===== src/rtl/uart_echo_initiator.sv =====
// uart_echo_initiator
// Drives a UART loopback self-test. Once a run is started it sends a sequence
// of incrementing bytes through uart_tx, waits for each echo from uart_rx and
// checks that the echo equals the sent byte plus one (mod 256). Mismatches are
// counted, and a missing echo aborts the run with timeout set.
//
// Ports
//   clk        system clock, all logic on rising edge
//   rst        synchronous active-high reset
//   start      one-cycle run request (only honoured in IDLE)
//   seed       first byte of the run, sampled with start
//   count      number of transactions, sampled with start
//   tx_data    byte presented to uart_tx
//   tx_start   one-cycle transmit strobe to uart_tx
//   tx_busy    uart_tx busy flag
//   rx_data    byte from uart_rx
//   rx_valid   uart_rx valid level (may stay high several cycles)
//   busy       run in progress
//   done       one-cycle pulse at end of run
//   pass       run result, valid from done until next accepted start
//   timeout    run aborted on a missing echo
//   err_count  mismatched echoes, saturating at 255
//   last_rx    most recent echo captured in WAIT_RX
module uart_echo_initiator #(
  parameter int TIMEOUT_CYCLES = 100000
) (
  input  logic       clk,
  input  logic       rst,
  input  logic       start,
  input  logic [7:0] seed,
  input  logic [7:0] count,
  output logic [7:0] tx_data,
  output logic       tx_start,
  input  logic       tx_busy,
  input  logic [7:0] rx_data,
  input  logic       rx_valid,
  output logic       busy,
  output logic       done,
  output logic       pass,
  output logic       timeout,
  output logic [7:0] err_count,
  output logic [7:0] last_rx
);

  // Counter only needs to reach TIMEOUT_CYCLES-1.
  localparam int TW = (TIMEOUT_CYCLES > 1) ? $clog2(TIMEOUT_CYCLES) : 1;
  localparam logic [TW-1:0] TMO_LAST = TW'(TIMEOUT_CYCLES - 1);

  typedef enum logic [2:0] {
    IDLE    = 3'd0,
    SEND    = 3'd1,
    WAIT_RX = 3'd2,
    CHECK   = 3'd3,
    DONE    = 3'd4
  } state_t;

  state_t        state;
  logic [7:0]    remaining;
  logic [TW-1:0] tmo_cnt;
  logic          rx_valid_d;
  logic          rx_edge;

  // rx_valid is a level; only its rising edge marks a new echo.
  assign rx_edge = rx_valid & ~rx_valid_d;
  assign busy    = (state != IDLE);

  always_ff @(posedge clk) begin
    if (rst) begin
      state      <= IDLE;
      tx_data    <= '0;
      tx_start   <= 1'b0;
      done       <= 1'b0;
      pass       <= 1'b0;
      timeout    <= 1'b0;
      err_count  <= '0;
      last_rx    <= '0;
      remaining  <= '0;
      tmo_cnt    <= '0;
      rx_valid_d <= 1'b0;
    end else begin
      rx_valid_d <= rx_valid;
      tx_start   <= 1'b0;
      done       <= 1'b0;
      case (state)
        IDLE: begin
          if (start) begin
            tx_data   <= seed;
            remaining <= count;
            pass      <= 1'b0;
            timeout   <= 1'b0;
            err_count <= '0;
            state     <= (count == 8'd0) ? DONE : SEND;
          end
        end
        SEND: begin
          if (!tx_busy) begin
            tx_start <= 1'b1;
            tmo_cnt  <= '0;
            state    <= WAIT_RX;
          end
        end
        WAIT_RX: begin
          // An echo arriving on the last allowed cycle still counts.
          if (rx_edge) begin
            last_rx <= rx_data;
            state   <= CHECK;
          end else if (tmo_cnt == TMO_LAST) begin
            timeout <= 1'b1;
            state   <= DONE;
          end else begin
            tmo_cnt <= tmo_cnt + TW'(1);
          end
        end
        CHECK: begin
          // Expected echo wraps: 0xFF is answered by 0x00.
          if ((last_rx != 8'(tx_data + 8'd1)) && (err_count != 8'hFF))
            err_count <= err_count + 8'd1;
          remaining <= remaining - 8'd1;
          if (remaining == 8'd1) begin
            state <= DONE;
          end else begin
            tx_data <= tx_data + 8'd1;
            state   <= SEND;
          end
        end
        DONE: begin
          done  <= 1'b1;
          pass  <= (err_count == 8'd0) && !timeout;
          state <= IDLE;
        end
        default: state <= IDLE;
      endcase
    end
  end

endmodule


===== config.mk =====
export PLATFORM = sky130hd
export DESIGN_NAME = uart_echo_initiator
export DESIGN_NICKNAME = d
export VERILOG_FILES = /design/src/rtl/uart_echo_initiator.sv
export SDC_FILE = /design/constraint.sdc
export NUM_CORES = 1
export LEC_CHECK = 0
export ABC_CLOCK_PERIOD_IN_PS = 5000
export CAP_MARGIN = 10
export CORE_ASPECT_RATIO = 0.8
export CORE_MARGIN = 5
export CORE_UTILIZATION = 50
export CTS_CLUSTER_DIAMETER = 80
export DETAILED_ROUTE_END_ITERATION = 6
export HOLD_SLACK_MARGIN = 0.12
export PLACE_DENSITY = 0.75
export SLEW_MARGIN = 20
export SYNTH_ARGS = -nofsm -noshare
export SYNTH_HDL_FRONTEND = slang
export SYNTH_SLANG_ARGS = --single-unit

===== constraint.sdc =====
create_clock -name clk -period 5 [get_ports clk]
set_input_delay 0.5 -clock clk [delete_from_list [all_inputs] [get_ports clk]]
set_output_delay 0.5 -clock clk [all_outputs]
set_load 0.03 [all_outputs]

==> out/qor.csv <==
stage,metric,value,unit
critical_path,critPathMaxFanout,9,
hold_path,hp-class,reg -> reg,
logic_synthesis,ys_top_cells_by_area,"dfxtp_1 35%, nor2_1 5.9%, a21oi_1 5.3%",
critical_path,ff2ff_path_depth,7,
critical_path,cp-start-kind,flop,
logic_synthesis,synth_edf_count,0,
grt,grt.total_usage,21.79,%
grt,busiest_layer,met2,
power_and_ir_drop,p_leak,1.404,nW
cts,h-tree-depth,3,
drt,postRouteAntennaNets,0,
floorplan,fp.dieW,99.87,µm
cts,clockRootBuffer,clkbuf_8,
grt,grt_overflow,0,
drt,dr.pass1.iters,5,
place,dp_hpwl,5902,µm
floorplan,fp.dieH,81.90,µm
drt,post_drt_wl_per_cell,15.35,µm
drt,drt-total-wl,8412,µm
place,placed_cell_area,0.003815,mm²
timing,hold_viol,0,
place,pre_cts_slack,2.088,ns
timing,setup_violations,0,
layout,final_area,0.004048,mm²
grt,antenna_found_initial,0,
power_and_ir_drop,sequentialPowerShare,41.0,%
place,gp_congestion,0.8779,
logic_synthesis,synth.avg_cell_area,7.803,µm²
logic_synthesis,synth_top_area_share,35.32,%
timing,rsz0062_at_grt,false,
power_and_ir_drop,irDropWorstVdd,0.0001995,V
cts,cts_hold_buf,0,
floorplan,start_util,50.93,%
power_and_ir_drop,power,1.233,mW
floorplan,fp-row-count,26,
floorplan,ios,58,
power_and_ir_drop,power_frac_clock,40.0,%
drt,viasPerCell,5.916,
floorplan,dieArea,0.008179,mm²
layout,area_growth,25.29,%
critical_path,crit_required,5.21,ns
cts,clock-sinks,57,
cts,path_clk_slew,0.07,ns
drt,vias,3242,
logic_synthesis,syn_nets,449,
cts,cts_buffer_depth,2,
cts,numCtsBuffers,9,
logic_synthesis,synth_cells,414,
critical_path,worst-setup-path-type,reg -> reg,
logic_synthesis,ys_ff_latch,57,
timing,setup-tns-final,0,ns
timing,worst_slack,2.245,ns
timing,fmax,0.3630,GHz
power_and_ir_drop,netSwitchingFraction,28.88,%
critical_path,crit_arrival,2.97,ns
layout,utilization,63.81,%
power_and_ir_drop,p_comb_share,19.0,%
grt,grt_pass1_wl,14390,µm
grt,use_met1,29.69,%
cts,cts_setup_buffers,0,
timing,finalMaxSlewViolations,0,
layout,n_antenna_cell,0,
logic_synthesis,ys_seq_area_share,35.32,%
grt,grtUsageMet2,32.82,%
grt,grt_pass1_vias,2986,
power_and_ir_drop,powerDensity,304.6,mW/mm²
drt,drt_iter0_drc,217,
logic_synthesis,synth_cell_types,59,
logic_synthesis,synth_ff_type,dfxtp_1,
grt,grt_max_degree,43,
timing,max-slew-margin-rel,41.45,%
layout,drive_gt1_share,4.957,%
logic_synthesis,synth_top_area_cell,dfxtp_1,
logic_synthesis,netlist_area,0.003231,mm²
hold_path,hold_depth,2,
critical_path,endpoint_kind,flop,
grt,use_met3,6.197,%
timing,final.period_utilization,55.10,%
power_and_ir_drop,p_int,0.8769,mW
run_status,status,finished clean,
timing,tightest_slew,0.8756,ns
cts,cts_resized,0,
drt,drc,0,
timing,skew,0.007229,ns
run,maxCapViolations,0,
layout,nets,494,
layout,layout_common_cells,"57 x dfxtp_1, 57 x clkdlybuf4s50_1, 50 x nor2_1",
power_and_ir_drop,power.switching,0.3560,mW
logic_synthesis,synth_async_sr_flop_share,0,%
timing,period_minus_slack,2.755,ns
logic_synthesis,yosysWarningCount,0,
cts,clkLatencyLatePin,0.34,ns
place,portBuffers,57,
cts,cts_tree,yes,
floorplan,core,0.006344,mm²
worst max-delay path, stage by stage, from the launching register on:
cell     delay, ns
dfxtp_1       0.50
ha_1          0.33
nand3_1       0.23
nor4_1        0.33
a41oi_1       0.07
o22ai_1       0.63
and3_1        0.41
o22ai_1       0.13
final cells by class:
cell class,instances,area (µm²)
inverters,15,56.30
multi-input cells,317,1929
clock buffers,12,155.1
repair buffers,59,585.6
flip-flops and latches,57,1141
clock inverters,4,75.07
fillers,547,2296
well taps,84,105.1
registers in the layout, summed over array words and instances (netlist names):
signal      count
tx_data         8
remaining       8
tmo_cnt        17
err_count       8
done            1
timeout         1
last_rx         8
rx_valid_d      1
pass            1
state           3
tx_start        1
metal layers:
metal / wire length, µm / up-vias
li1: - / 1606
met3: 584 / 14
met5: 0 / -
met1: 3929 / 1516
met4: 112 / 0
met2: 3786 / 106
cell usage after synthesis (all sizes together) (9+ instances only):
cell,number
dfxtp,57
clkbuf,19
inv,15
nand2,37
nor3,10
xor2,18
nand3,23
a21oi,34
nand4,9
nor2,51
o21ai,18
metrics by stage:
step                      hold WS (ns)  cells
after floorplan                 0.4449    414
after global placement          0.4446    532
after detailed placement        0.4492    532
after CTS                       0.4587    548
after global routing            0.4773    548
final                           0.4541    548
power by group through the flow:
stage / combinational, mW / sequential [mW] / clock, mW
after floorplan: 0.146 / 0.520 / 0
after global placement: 0.229 / 0.514 / 0
after detailed placement: 0.231 / 0.515 / 0
after CTS: 0.233 / 0.505 / 0.505
after global routing: 0.258 / 0.509 / 0.527
final: 0.234 / 0.506 / 0.493
worst paths after layout:
check | startpoint | end | slack [ns]
setup / recovery | tx_data[0]$_SDFFE_PP0P_ | err_count[6]$_SDFFE_PP0P_ | 2.24
hold reg to reg | pass$_SDFFE_PP0P_ | pass$_SDFFE_PP0P_ | 0.45
setup reg to reg | tx_data[0]$_SDFFE_PP0P_ | err_count[6]$_SDFFE_PP0P_ | 2.24
hold / removal | pass$_SDFFE_PP0P_ | pass$_SDFFE_PP0P_ | 0.45
cell families (layout without fill, tap and decap cells):
logic type | after synthesis | after routing | share of synthesized area (%)
DFF | 57 | 57 | 35.32
muxes | 2 | 2 | 0.6197
xor gates and xnor gates | 25 | 25 | 6.778
and+or+nand+nor | 178 | 178 | 27.42
buffers and inverters | 40 | 90 | 5.035
adders and majority gates | 6 | 6 | 2.324
AOI/OAI and AO/OA | 106 | 106 | 22.50
No activity file was read; power rests on OpenSTA's default activity.
